==> config.mk <==
export PLATFORM = sky130hd
export DESIGN_NAME = mult_div_unit
export DESIGN_NICKNAME = d
export VERILOG_FILES = /design/src/rtl/mult_div_unit.sv
export SDC_FILE = /design/constraint.sdc
export NUM_CORES = 1
export LEC_CHECK = 0
export ABC_AREA = 1
export BUFFER_PORTS_ARGS = -buffer_cell sky130_fd_sc_hd__buf_4
export CORE_ASPECT_RATIO = 0.8
export CORE_UTILIZATION = 61
export CTS_CLUSTER_SIZE = 24
export DETAILED_ROUTE_END_ITERATION = 10
export PLACE_DENSITY_LB_ADDON = 0.15
export SLEW_MARGIN = 5
export SYNTH_ARGS = -nofsm -noshare
export SYNTH_HDL_FRONTEND = slang
export SYNTH_SLANG_ARGS = --single-unit
==> constraint.sdc <==
create_clock -name clk -period 3.4 [get_ports clk]
set_clock_uncertainty 0.05 [all_clocks]
set_input_delay 0.68 -clock clk [delete_from_list [all_inputs] [get_ports clk]]
set_output_delay 0.68 -clock clk [all_outputs]
set_load 0.05 [all_outputs]
==> src/rtl/mult_div_unit.sv <==
`default_nettype none
// ----------------------------------------------------------------------------
// mult_div_unit : iterative radix-2 MULTU/MULT/DIVU/DIV with HI/LO registers.
// Optional macro SIGNED_OPS_EN enables signed MULT/DIV (else all ops unsigned).
// Revision: 1.0
// ----------------------------------------------------------------------------
module mult_div_unit #(
   parameter int WIDTH = 32,
   parameter int CNT_W = $clog2(WIDTH + 1)
) (
   input  logic             clk,
   input  logic             reset,
   input  logic             start_i,
   input  logic [1:0]       op_i,
   input  logic [WIDTH-1:0] a_i,
   input  logic [WIDTH-1:0] b_i,
   output logic             busy_o,
   output logic             done_o,
   output logic [WIDTH-1:0] hi_o,
   output logic [WIDTH-1:0] lo_o,
   output logic             div_zero_o
);

   typedef enum logic [1:0] {S_IDLE = 2'd0, S_RUN = 2'd1, S_DONE = 2'd2} state_t;

   state_t               state_q, state_d;
   logic [CNT_W-1:0]     cnt_q, cnt_d;
   logic                 is_div_q, is_div_d;
   logic [WIDTH-1:0]     m_q, m_d;
   logic [2*WIDTH-1:0]   acc_q, acc_d;
   logic [WIDTH-1:0]     hi_q, hi_d;
   logic [WIDTH-1:0]     lo_q, lo_d;
   logic                 dz_q, dz_d;
   logic                 neg_res_q, neg_res_d;
   logic                 neg_rem_q, neg_rem_d;

   // Operand magnitudes and signs at acceptance time
   logic                 sgn_op;
   logic                 a_neg, b_neg;
   logic [WIDTH-1:0]     a_mag, b_mag;

`ifdef SIGNED_OPS_EN
   assign sgn_op = op_i[0];
`else
   logic unused_op0;
   assign unused_op0 = op_i[0];
   assign sgn_op     = 1'b0;
`endif

   assign a_neg = sgn_op & a_i[WIDTH-1];
   assign b_neg = sgn_op & b_i[WIDTH-1];
   assign a_mag = a_neg ? (~a_i + 1'b1) : a_i;
   assign b_mag = b_neg ? (~b_i + 1'b1) : b_i;

   // One shift-add multiply step: acc = {hi_partial, multiplier_remaining}
   logic [WIDTH:0]       mul_sum;
   logic [2*WIDTH-1:0]   mul_next;
   assign mul_sum  = {1'b0, acc_q[2*WIDTH-1:WIDTH]} + (acc_q[0] ? {1'b0, m_q} : {(WIDTH+1){1'b0}});
   assign mul_next = {mul_sum, acc_q[WIDTH-1:1]};

   // One restoring divide step: acc = {remainder, dividend_bits/quotient_bits}
   logic [WIDTH:0]       div_part;
   logic                 div_ge;
   logic [WIDTH-1:0]     div_sub, div_rem;
   logic [2*WIDTH-1:0]   div_next;
   assign div_part = {acc_q[2*WIDTH-1:WIDTH], acc_q[WIDTH-1]};
   assign div_ge   = (div_part >= {1'b0, m_q});
   assign div_sub  = div_part[WIDTH-1:0] - m_q;
   assign div_rem  = div_ge ? div_sub : div_part[WIDTH-1:0];
   assign div_next = {div_rem, acc_q[WIDTH-2:0], div_ge};

   logic [2*WIDTH-1:0]   step_next;
   assign step_next = is_div_q ? div_next : mul_next;

   // Sign fix-up applied once, on the final step's result
   logic [2*WIDTH-1:0]   prod_fix;
   logic [WIDTH-1:0]     quo_fix, rem_fix, fin_hi, fin_lo;
`ifdef SIGNED_OPS_EN
   assign prod_fix = neg_res_q ? (~mul_next + 1'b1) : mul_next;
   assign quo_fix  = neg_res_q ? (~div_next[WIDTH-1:0] + 1'b1) : div_next[WIDTH-1:0];
   assign rem_fix  = neg_rem_q ? (~div_next[2*WIDTH-1:WIDTH] + 1'b1) : div_next[2*WIDTH-1:WIDTH];
`else
   assign prod_fix = mul_next;
   assign quo_fix  = div_next[WIDTH-1:0];
   assign rem_fix  = div_next[2*WIDTH-1:WIDTH];
`endif
   assign fin_hi = is_div_q ? rem_fix : prod_fix[2*WIDTH-1:WIDTH];
   assign fin_lo = is_div_q ? quo_fix : prod_fix[WIDTH-1:0];

   always_comb begin
      state_d   = state_q;
      cnt_d     = cnt_q;
      is_div_d  = is_div_q;
      m_d       = m_q;
      acc_d     = acc_q;
      hi_d      = hi_q;
      lo_d      = lo_q;
      dz_d      = dz_q;
      neg_res_d = neg_res_q;
      neg_rem_d = neg_rem_q;

      case (state_q)
         S_RUN: begin
            acc_d = step_next;
            cnt_d = cnt_q + CNT_W'(1);
            if (cnt_q == CNT_W'(WIDTH - 1)) begin
               state_d = S_DONE;
               hi_d    = fin_hi;
               lo_d    = fin_lo;
            end
         end
         default: begin
            state_d = S_IDLE;
            if (start_i) begin
               dz_d = 1'b0;
               if (op_i[1] && (b_i == '0)) begin
                  // Divide by zero short-circuits straight to DONE
                  state_d = S_DONE;
                  hi_d    = a_i;
                  lo_d    = '1;
                  dz_d    = 1'b1;
               end else begin
                  state_d   = S_RUN;
                  cnt_d     = '0;
                  is_div_d  = op_i[1];
                  m_d       = op_i[1] ? b_mag : a_mag;
                  acc_d     = {{WIDTH{1'b0}}, (op_i[1] ? a_mag : b_mag)};
                  neg_res_d = a_neg ^ b_neg;
                  neg_rem_d = a_neg;
               end
            end
         end
      endcase
   end

   always_ff @(posedge clk or negedge reset) begin
      if (!reset) begin
         state_q   <= S_IDLE;
         cnt_q     <= '0;
         is_div_q  <= 1'b0;
         m_q       <= '0;
         acc_q     <= '0;
         hi_q      <= '0;
         lo_q      <= '0;
         dz_q      <= 1'b0;
         neg_res_q <= 1'b0;
         neg_rem_q <= 1'b0;
      end else begin
         state_q   <= state_d;
         cnt_q     <= cnt_d;
         is_div_q  <= is_div_d;
         m_q       <= m_d;
         acc_q     <= acc_d;
         hi_q      <= hi_d;
         lo_q      <= lo_d;
         dz_q      <= dz_d;
         neg_res_q <= neg_res_d;
         neg_rem_q <= neg_rem_d;
      end
   end

   assign busy_o     = (state_q == S_RUN);
   assign done_o     = (state_q == S_DONE);
   assign hi_o       = hi_q;
   assign lo_o       = lo_q;
   assign div_zero_o = dz_q;

endmodule
`default_nettype wire

## Yosys cells after proc, flatten, opt, wreduce, memory -nomap -nowiden

Index checks and enable logic that the tools add are counted.

| storage, ports and cells | value |
|---|---|
| word-level logic and storage cells | 53 |
| register bits after elaboration | 170 |
| bits of input ports | 69 |
| output and inout port bits | 67 |

| operators by class | value |
|---|---|
| $lt $le $gt $ge | 1 |
| multiplexer cells | 26 |
| reduce and logical (&&, ||, !) cells | 8 |
| equal/unequal tests | 5 |
| bitwise logic cells | 2 |
| $add $sub $neg | 3 |

Operator list:

| cell | number |
|---|---|
| $mux W32 | 14 |
| $mux W64 | 4 |
| $add A32 B32 Y33 | 1 |
| $ge A33 B32 Y1 | 1 |
| $logic_not A32 Y1 | 1 |
| $sub A32 B32 Y32 | 1 |
| $mux W6 | 3 |
| $mux W2 | 4 |
| $add A6 B1 Y6 const B | 1 |
| $eq A6 B5 Y1 const B | 1 |
| $reduce_and A3 Y1 | 2 |
| $reduce_and A2 Y1 | 2 |
| $reduce_bool A2 Y1 | 2 |
| $eq A2 B1 Y1 const B | 1 |
| $eq A2 B2 Y1 const B | 1 |
| $ne A2 B1 Y1 const B | 1 |
| $ne A2 B2 Y1 const B | 1 |
| $not A1 Y1 | 2 |
| $logic_and A1 B1 Y1 | 1 |
| $mux W1 | 1 |

## Longest topological paths before layout

Gate-level depths: netlist of the first run.

| depth | value |
|---|---|
| depth after elaboration | 5 |
| depth in mapped cells | 19 |
| gate-level depth less buffers | 18 |

## Worst setup path before layout of the first run

No wires, ideal clock.

| path | value |
|---|---|
| path kind | reg-to-reg |
| start | reg acc_q[0] |
| end | reg hi_q[25] (netlist: hi_o[25]) |
| library setup time | 0.077 ns |
| path slack | 0.892 ns |
| period minus slack after synthesis | 2.508 ns |
| data required time | 3.273 ns |
| stages on the path, launching flop included | 19 |
| arrival | 2.381 ns |
| buffers on the path | 2 |
| path through | dfrtp_1 -> clkbuf_1 -> clkbuf_1 -> nand2_1 -> inv_1 -> ha_1 -> fa_1 -> nand2_1 -> nand3_1 -> nand3_1 -> nand2_1 -> a21oi_1 -> or2_1 -> nand2_1 -> nand2_1 -> nand3_1 -> nand2_1 -> nand2_1 -> a21oi_1 |

| on the way | value |
|---|---|
| word-level cells in the longest chain between the ends | 5 |

RTL lines:

| element | RTL line | RTL |
|---|---|---|
| from (decl) | 30 | `logic [2*WIDTH-1:0] acc_q, acc_d;` |
| from (signal assigned) | 142 | `acc_q <= '0;` |
| from (signal assigned) | 153 | `acc_q <= acc_d;` |
| $mux W32 | 58 | `assign mul_sum = {1'b0, acc_q[2*WIDTH-1:WIDTH]} + (acc_q[0] ? {1'b0, m_q} : {(WIDTH+1){1'b0}});` |
| $add A32 B32 Y33 | 58 |  |
| $mux W32 | 87 | `assign fin_hi = is_div_q ? rem_fix : prod_fix[2*WIDTH-1:WIDTH];` |
| $mux W32 | 106 | `if (cnt_q == CNT_W'(WIDTH - 1)) begin` |
| $mux W32 | 102 | `case (state_q)` |
| to (signal assigned) | 154 | `hi_q <= hi_d;` |
| to (decl) | 31 | `logic [WIDTH-1:0] hi_q, hi_d;` |

No other way between the ends. The select of a mux whose other input is x is not followed.
A chain may end at the register's enable or synchronous reset.

## Final worst setup path of the first run

| path | value |
|---|---|
| start | reg acc_q[0] |
| end | reg hi_q[31] (netlist: hi_o[31]) |

The elaborated chain is that of the path after synthesis.

==> summary.md, run 1 <==
| Metric | Value |
|---|---|
| Core Rows | `between 40 and 50` |
| Setup repair after global routing missed its margin | `no` |
| Top-Level Pins | `about 140` |
| Final max-slew violation count | `0` |
| Critical R2R Capture | `hi_o[31]` |
| Fraction of layout cells with a size suffix above 1 | `0.134` |
| Area of the placeable core | `21700 sq um` |
| Type of the worst min-delay path | `input pin to async pin` |
| Data arrival, critical path | `approximately 3.5 ns` |
| Met3 layer wire length in the routed design | `~5000 microns` |
| Post-cts repair resize count | `0` |
| Total iterations of the first detailed-routing run | `6` |
| Uppermost signal routing layer after detailed routing | `met4` |
| Number of nets produced by synthesis | `~2200` |
| CTS root buffer | `sky130_fd_sc_hd__clkbuf_16` |
| Sum of routed wire length over all layers | `between 40000 and 50000 microns` |
| Chip height | `around 140 microns` |
| Met2 Routed Length | `20500 microns` |
| Reg2Reg Depth | `15` |
| Die Wd | `between 150 and 200 microns` |
| Post-synthesis instance total | `roughly 2100` |
| Remaining max-slew budget at the tightest pin | `0.383` |
| Crit path max-delay cell type | `sky130_fd_sc_hd__o21ai_0` |
| Startpoint of the most critical register-to-register path | `acc_q[0]` |
| Count of max-cap constraint violations | `0` |
| H-tree lvl count | `4` |
| Area of the mapped netlist | `around 14000 sq um` |
| Largest net degree at the start of global routing | `85` |
| Worst R2R Setup Slack | `between 0.1 and 0.15 ns` |
| Total Routing Usage GR | `0.420` |
| Total number of vias | `between 10000 and 15000` |
| Antenna violations before repair | `0` |
| Vias per std cell | `around 5.9` |
| CP Launch Type | `flop` |
| Post-layout worst setup margin | `between 0.1 and 0.15 ns` |
| Largest stage delay, worst path | `a little under 0.6 ns` |
| Total congestion overflow after global routing | `0` |
| Cell seen most often among critical-path stages | `sky130_fd_sc_hd__nand2_1` |
| Final ANT Viol Nets | `0` |
| Critical path origin | `acc_q[0]` |
| Buffers inserted by post-CTS timing repair | `0` |
| Critical Path Stages | `15` |
| Proportion of synthesized chip area in sequential cells | `0.314` |
| Top fanout value on the critical path | `9` |
| Initial Util | `0.624` |
| Setup-violating endpoint count in the final report | `0` |
| Number of distinct standard cells referenced by the synthesized netlist | `46` |
| Post-placement setup slack | `about 0.36 ns` |
| Syn-to-layout area delta | `14.4%` |
| Crit path required time | `approximately 3.7 ns` |
| Antenna fix cells | `0` |
| Number of buffers and inverters on the critical path | `1` |
| Final weighted congestion of routability-driven global placement | `1.03` |
| Number of buffers on the longest clock path | `2` |
| Number of design-rule violations left by the first detailed-router iteration | `~2000` |
| Highest achievable clock rate | `a little over 300 MHz` |
| Predominant post-synthesis flop cell | `sky130_fd_sc_hd__dfrtp_1` |
| Clock Pin Slew Worst Setup and Hold Paths | `approximately 0.070 ns` |
| Number of sinks on the clock net | `170` |
| Ys async rst share | `1.00` |
| Worst-path cell chain | `nand2_1 -> inv_1 -> ha_1 -> fa_1 -> nand2_1 -> nand3_1 -> and3_1 -> o21ai_0 -> nand3_1 -> nand2_1 -> nand2_1 -> nand2_1 -> nand2_1 -> nand2_1 -> a21oi_1` |
| Syn Area/Cell | `~6.6 sq um` |
| Vias in the first global route | `13700` |
| Register bit count reported by yosys | `170` |
| Die area | `22800 sq um` |
| Post-route setup TNS | `0 ns` |
| Wire length of the first global-routing pass | `73400 microns` |
| Clock tree from TritonCTS | `built` |
| Post-route fraction of the period consumed by the critical path | `0.957` |
| CP endpoint | `hi_o[31]` |
| Clock latency reported for the late side of the worst-skew pair | `0.45 ns` |
| Crit path capture type | `flop` |
| Worst slew pin tran | `slightly above 0.9 ns` |
| Minimum period implied by the final worst setup slack | `between 3 and 4 ns` |
| Count of input and output buffers | `between 100 and 150` |
| Wire per inst | `about 19 microns` |
| Final hold violation count | `0` |
| Hold buffer count at cts | `0` |
| Final #Nets | `2297` |
| Crit Path Class | `flop to flop` |
| Number of CTS-inserted buffers | `17` |
| CP top delay family | `simple AND/OR/NAND/NOR gates` |
| Post-route DRC | `0` |
| DP HPWL | `36000 microns` |
| Final design utilization | `0.714` |
| Post-Route M1 WL | `slightly below 20000 microns` |
| Synth Warn # | `0` |
| Outcome | `completed` |
| Count of flip-flops with a built-in enable after synthesis | `0` |
[cell usage in the layout (no fill, tap or decap), types with 17 or more instances in the layout]
cell / synthesis / routed
sky130_fd_sc_hd__a31oi_1: 21 / 21
sky130_fd_sc_hd__a21oi_1: 155 / 155
sky130_fd_sc_hd__nand2_1: 598 / 596
sky130_fd_sc_hd__buf_4: 2 / 163
sky130_fd_sc_hd__nand3_1: 104 / 104
sky130_fd_sc_hd__o21ai_0: 134 / 134
sky130_fd_sc_hd__a211oi_1: 19 / 19
sky130_fd_sc_hd__ha_1: 65 / 65
sky130_fd_sc_hd__clkbuf_16: 0 / 17
sky130_fd_sc_hd__inv_1: 286 / 286
sky130_fd_sc_hd__dfrtp_1: 170 / 169
sky130_fd_sc_hd__nor2_1: 181 / 180
sky130_fd_sc_hd__a22oi_1: 32 / 32
[final cells by class]
type | instances | area, sq um
clock buffer | 20 | 467
clock inverter | 11 | 120
fill | 1808 | 6190
inverter | 296 | 1110
multi-input combinational | 1506 | 7800
sequential | 170 | 4260
tap | 300 | 375
timing repair buffer | 170 | 1360
[how the worst min path moves through the flow]
| stage | from | endpoint | slack, ns | cells past startpoint |
|---|---|---|---|---|
| 6_report | reset | m_q[31] | 0.15 | 1 |
| 3_5_place_dp | lo_o[5] | lo_o[5] | 0.45 | 1 |
| 5_1_grt | reset | m_q[31] | 0.20 | 1 |
| 3_3_place_gp | cnt_q[5] | cnt_q[5] | 0.42 | 1 |
| 2_1_floorplan | reset | acc_q[0] | 0.33 | 0 |
| 4_1_cts | reset | m_q[31] | 0.18 | 1 |
[synth_stat cells, types with 8 or more instances]
cell type,n,share of area
sky130_fd_sc_hd__o211ai_1,14,0.0078
sky130_fd_sc_hd__nor2_1,181,0.050
sky130_fd_sc_hd__nand3_1,104,0.038
sky130_fd_sc_hd__o21ai_0,134,0.050
sky130_fd_sc_hd__a21oi_1,155,0.057
sky130_fd_sc_hd__inv_2,9,0.0025
sky130_fd_sc_hd__nand2_1,598,0.17
sky130_fd_sc_hd__a31oi_1,21,0.0097
sky130_fd_sc_hd__nand3_2,13,0.0096
sky130_fd_sc_hd__nor4_1,10,0.0046
sky130_fd_sc_hd__a22oi_1,32,0.018
sky130_fd_sc_hd__inv_1,286,0.079
sky130_fd_sc_hd__o21bai_1,12,0.0067
sky130_fd_sc_hd__dfrtp_1,170,0.31
sky130_fd_sc_hd__mux2_2,13,0.011
sky130_fd_sc_hd__buf_2,17,0.0063
sky130_fd_sc_hd__nand4_1,13,0.0060
sky130_fd_sc_hd__ha_1,65,0.060
sky130_fd_sc_hd__clkbuf_1,55,0.015
sky130_fd_sc_hd__nand2_2,14,0.0065
sky130_fd_sc_hd__nor3_1,8,0.0030
sky130_fd_sc_hd__a211oi_1,19,0.011
sky130_fd_sc_hd__xor2_1,15,0.0097
sky130_fd_sc_hd__o21ai_1,14,0.0052
sky130_fd_sc_hd__xnor2_1,9,0.0058
sky130_fd_sc_hd__a21oi_2,9,0.0058
[per-stage QoR]
step	hold WS, ns	cell area, sq um	std cells
3_5_place_dp	0.450	14900	2442
3_3_place_gp	0.423	14900	2442
5_1_grt	0.199	15500	2473
2_1_floorplan	0.334	13500	2054
6_report	0.150	15500	2473
4_1_cts	0.176	15500	2473
[cell families (layout without fill, tap and decap cells)]
| group | Yosys count | after routing | synth area share |
|---|---|---|---|
| flops | 170 | 170 | 0.314 |
| mux | 13 | 13 | 0.0108 |
| compound gates | 428 | 428 | 0.182 |
| simple gates | 974 | 974 | 0.304 |
| fa+ha+maj | 67 | 67 | 0.0630 |
| xor+xnor | 24 | 24 | 0.0155 |
| buf+inv | 378 | 497 | 0.111 |
[routing by layer]
| layer | GRT usage | up-vias |
|---|---|---|
| li1 | - | 6860 |
| met1 | 0.570 | 6722 |
| met2 | 0.651 | 951 |
| met3 | 0.0792 | 176 |
| met4 | 0.191 | 0 |
| met5 | 0 | - |
[registers in the layout, indices dropped and copies added, names as in the netlist]
| name | count |
|---|---|
| cnt_q | 6 |
| hi_o | 32 |
| div_zero_o | 1 |
| is_div_q | 1 |
| m_q | 32 |
| state_q | 2 |
| acc_q | 64 |
| lo_o | 32 |
Power of run 1 is left out: the tool's default activity adds up to more than one toggle a clock period on the data nets, which glitch-free logic cannot reach.
==> run 2, diff against run 1 <==
--- a/config.mk
+++ b/config.mk
@@ -7,8 +7,10 @@
 export LEC_CHECK = 0
 export ABC_AREA = 1
 export BUFFER_PORTS_ARGS = -buffer_cell sky130_fd_sc_hd__buf_4
+export CELL_PAD_IN_SITES_DETAIL_PLACEMENT = 1
+export CELL_PAD_IN_SITES_GLOBAL_PLACEMENT = 1
 export CORE_ASPECT_RATIO = 0.8
-export CORE_UTILIZATION = 61
+export CORE_UTILIZATION = 43
 export CTS_CLUSTER_SIZE = 24
 export DETAILED_ROUTE_END_ITERATION = 10
 export PLACE_DENSITY_LB_ADDON = 0.15
==> run 2 against run 1 <==
Critical endpoint is now acc_q[37]. Register-to-register slack gained 0.08 ns. Sequential share of layout area down 0.22 points. Sequential cell count unchanged. Design area grew 0.85%. Final cell count grew 4.9%. Critical path depth shrank 2. Worst hold slack gained 0.015 ns. Largest cell class unchanged. Highest routed layer unchanged. Wire length grew 13%. First-iteration DRC count down 50%. Worst setup slack improved by 0.083 ns.
==> summary.md, run 2 (same netlist as run 1, synthesis figures left out) <==
| Metric | Value |
|---|---|
| Outcome | `completed (unchanged)` |
| Max reg flops | `64 (unchanged)` |
| Sequential cell area in the final layout | `4260 sq um (about the same)` |
| Critical Path Stages | `13 (was 15)` |
| Wire length of the first global-routing pass | `82600 microns (was 73400 microns)` |
| Total Routing Usage GR | `0.334 (was 0.420)` |
| Total of fill cells in the finished design | `4098 (was 1808)` |
| Wire per inst | `20.5 microns (was 19.1 microns)` |
| Syn-to-layout area delta | `15.4% (was 14.4%)` |
| Final #Nets | `2304 (was 2297)` |
| Die area | `32200 sq um (was 22800 sq um)` |
| Post-route fraction of the period consumed by the critical path | `0.932 (was 0.957)` |
| Count of input and output buffers | `134 (unchanged)` |
| Crit path required time | `3.67 ns (was 3.68 ns)` |
| Top fanout value on the critical path | `21 (was 9)` |
| Number of buffers and inverters on the critical path | `1 (unchanged)` |
| Clock Pin Slew Worst Setup and Hold Paths | `0.08 ns (was 0.07 ns)` |
| Most common cell after layout, fill and taps aside | `sky130_fd_sc_hd__nand2_1 (unchanged)` |
| Antenna fix cells | `0 (unchanged)` |
| Total number of vias | `14600 (was 14700)` |
| Fraction of layout cells with a size suffix above 1 | `0.138 (was 0.134)` |
| Final weighted congestion of routability-driven global placement | `0.980 (was 1.03)` |
| Number of sinks on the clock net | `170 (unchanged)` |
| Area taken by multi-input logic gates | `7810 sq um (was 7800 sq um)` |
| Clock tree from TritonCTS | `built (unchanged)` |
| Post-route setup TNS | `0 ns (unchanged)` |
| Total congestion overflow after global routing | `0 (unchanged)` |
| Reg2Reg Depth | `13 (was 15)` |
| Data arrival, critical path | `3.44 ns (was 3.53 ns)` |
| Most used cells in the layout excluding fill and tap cells | `sky130_fd_sc_hd__nand2_1, sky130_fd_sc_hd__inv_1, sky130_fd_sc_hd__nor2_1, sky130_fd_sc_hd__buf_4, sky130_fd_sc_hd__dfrtp_1 (was sky130_fd_sc_hd__nand2_1, sky130_fd_sc_hd__inv_1, sky130_fd_sc_hd__nor2_1, sky130_fd_sc_hd__dfrtp_1, sky130_fd_sc_hd__buf_4)` |
| Largest net degree at the start of global routing | `85 (unchanged)` |
| Worst R2R Setup Slack | `0.23 ns (was 0.15 ns)` |
| Number of CTS-inserted buffers | `17 (unchanged)` |
| DP HPWL | `41700 microns (was 36000 microns)` |
| Remaining max-slew budget at the tightest pin | `0.340 (was 0.383)` |
| Vias in the first global route | `14600 (was 13700)` |
| Largest stage delay, worst path | `0.44 ns (was 0.59 ns)` |
| CTS root buffer | `sky130_fd_sc_hd__clkbuf_16 (unchanged)` |
| Final hold violation count | `0 (unchanged)` |
| Setup repair after global routing missed its margin | `no (unchanged)` |
| Worst-path cell chain | `ha_1 -> nand2_1 -> nor2_1 -> nand3_1 -> nand3_2 -> nand2_1 -> nand2_2 -> nand2_4 -> nand2_4 -> buf_12 -> o21ai_0 -> o21bai_1 -> o21ai_0 (was nand2_1 -> inv_1 -> ha_1 -> fa_1 -> nand2_1 -> nand3_1 -> and3_1 -> o21ai_0 -> nand3_1 -> nand2_1 -> nand2_1 -> nand2_1 -> nand2_1 -> nand2_1 -> a21oi_1)` |
| Register with the most flip-flops | `acc_q (unchanged)` |
| Total iterations of the first detailed-routing run | `7 (was 6)` |
| Final ANT Viol Nets | `0 (unchanged)` |
| Clock latency reported for the late side of the worst-skew pair | `0.46 ns (was 0.45 ns)` |
| Initial Util | `0.441 (was 0.624)` |
| Core Rows | `57 (was 48)` |
| Highest achievable clock rate | `315 MHz (was 307 MHz)` |
| Crit path capture type | `flop (unchanged)` |
| Type of the worst min-delay path | `input pin to async pin (unchanged)` |
| Worst slew pin tran | `0.989 ns (was 0.925 ns)` |
| Sum of routed wire length over all layers | `53300 microns (was 47200 microns)` |
| Post-route DRC | `0 (unchanged)` |
| Crit Path Class | `flop to flop (unchanged)` |
| Setup-violating endpoint count in the final report | `0 (unchanged)` |
| H-tree lvl count | `4 (unchanged)` |
| Area of the placeable core | `30700 sq um (was 21700 sq um)` |
| CP endpoint | `acc_q[37] (was hi_o[31])` |
| Min Hold Slack | `0.166 ns (was 0.150 ns)` |
| Minimum period implied by the final worst setup slack | `3.17 ns (was 3.25 ns)` |
| Die Wd | `200 microns (was 169 microns)` |
| CP Launch Type | `flop (unchanged)` |
| Vias per std cell | `5.61 (was 5.95)` |
| Antenna violations before repair | `1 (was 0)` |
| Crit path max-delay cell type | `sky130_fd_sc_hd__dfrtp_1 (was sky130_fd_sc_hd__o21ai_0)` |
| Number of design-rule violations left by the first detailed-router iteration | `1014 (was 2029)` |
| Top-Level Pins | `136 (unchanged)` |
| Critical path origin | `acc_q[37] (was acc_q[0])` |
| Chip height | `161 microns (was 135 microns)` |
| Critical R2R Capture | `acc_q[37] (was hi_o[31])` |
| Count of max-cap constraint violations | `0 (unchanged)` |
| CP top delay family | `simple AND/OR/NAND/NOR gates (unchanged)` |
| Startpoint of the most critical register-to-register path | `acc_q[37] (was acc_q[0])` |
| Number of buffers on the longest clock path | `2 (unchanged)` |
| Final max-slew violation count | `0 (unchanged)` |
==> run 2: cell types whose count changed in the layout (fill, tap and decap cells not counted), moves of 2 or more <==
cell,change
sky130_fd_sc_hd__inv_6,+2
sky130_fd_sc_hd__clkbuf_8,-2
sky130_fd_sc_hd__bufinv_16,-2
sky130_fd_sc_hd__buf_4,+10
sky130_fd_sc_hd__inv_8,+2
sky130_fd_sc_hd__buf_12,-3
sky130_fd_sc_hd__clkinv_2,-2
sky130_fd_sc_hd__clkinv_4,+3
==> run 2: worst min path at each step <==
stage	slack [ns]	endpoint	from
after floorplan	0.33	acc_q[0]	reset
after global placement	0.43	cnt_q[5]	cnt_q[5]
after detailed placement	0.45	lo_o[3]	lo_o[3]
after CTS	0.21	acc_q[60]	reset
after global routing	0.22	acc_q[62]	reset
final	0.17	acc_q[60]	reset
==> run 2: per-stage QoR <==
stage                     cells  utilization  worst slack, ns  cell area, sq um
after floorplan            2054            -            0.892             13500
after global placement     2562        0.491            0.313             15100
after detailed placement   2562        0.491            0.213             15100
after CTS                  2594        0.509            0.180             15600
after global routing       2594        0.509           0.0635             15600
final                      2594        0.509            0.230             15600
==> run 2: cell type report <==
cell class                      instances  share of cell area
Inverter                              296              0.0711
Sequential cell                       170               0.273
Timing Repair Buffer                  177              0.0877
Tap cell                              413              0.0331
Clock inverter                         14             0.00745
Multi-Input combinational cell       1506               0.500
Clock buffer                           18              0.0281
==> run 2: worst register-to-register path, cell delays in order, from the launching register on <==
cell and delay (ns):
sky130_fd_sc_hd__dfrtp_1 0.44, sky130_fd_sc_hd__ha_1 0.41, sky130_fd_sc_hd__nand2_1 0.13, sky130_fd_sc_hd__nor2_1 0.28
sky130_fd_sc_hd__nand3_1 0.16, sky130_fd_sc_hd__nand3_2 0.17, sky130_fd_sc_hd__nand2_1 0.09, sky130_fd_sc_hd__nand2_2 0.14
sky130_fd_sc_hd__nand2_4 0.08, sky130_fd_sc_hd__nand2_4 0.30, sky130_fd_sc_hd__buf_12 0.24, sky130_fd_sc_hd__o21ai_0 0.13
sky130_fd_sc_hd__o21bai_1 0.26, sky130_fd_sc_hd__o21ai_0 0.15
==> run 2: metal layers <==
metal  GRT usage  vias up  share of wire
li1            -     6869              -
met5           0        -              0
met2       0.546      456           0.46
met3      0.0540       79          0.062
met4       0.102        0          0.027
met1       0.452     7149           0.45
==> run 2: repair_timing <==
item / 4_1_cts / 5_1_grt
endpoints found under the setup margin: 0 / 8
gates resized for setup: 0 / 2
endpoints found under the hold margin: 0 / 0
buffers inserted: 0 / 0
hold buffers: 0 / 0
Power of run 2 is left out for the same reason.
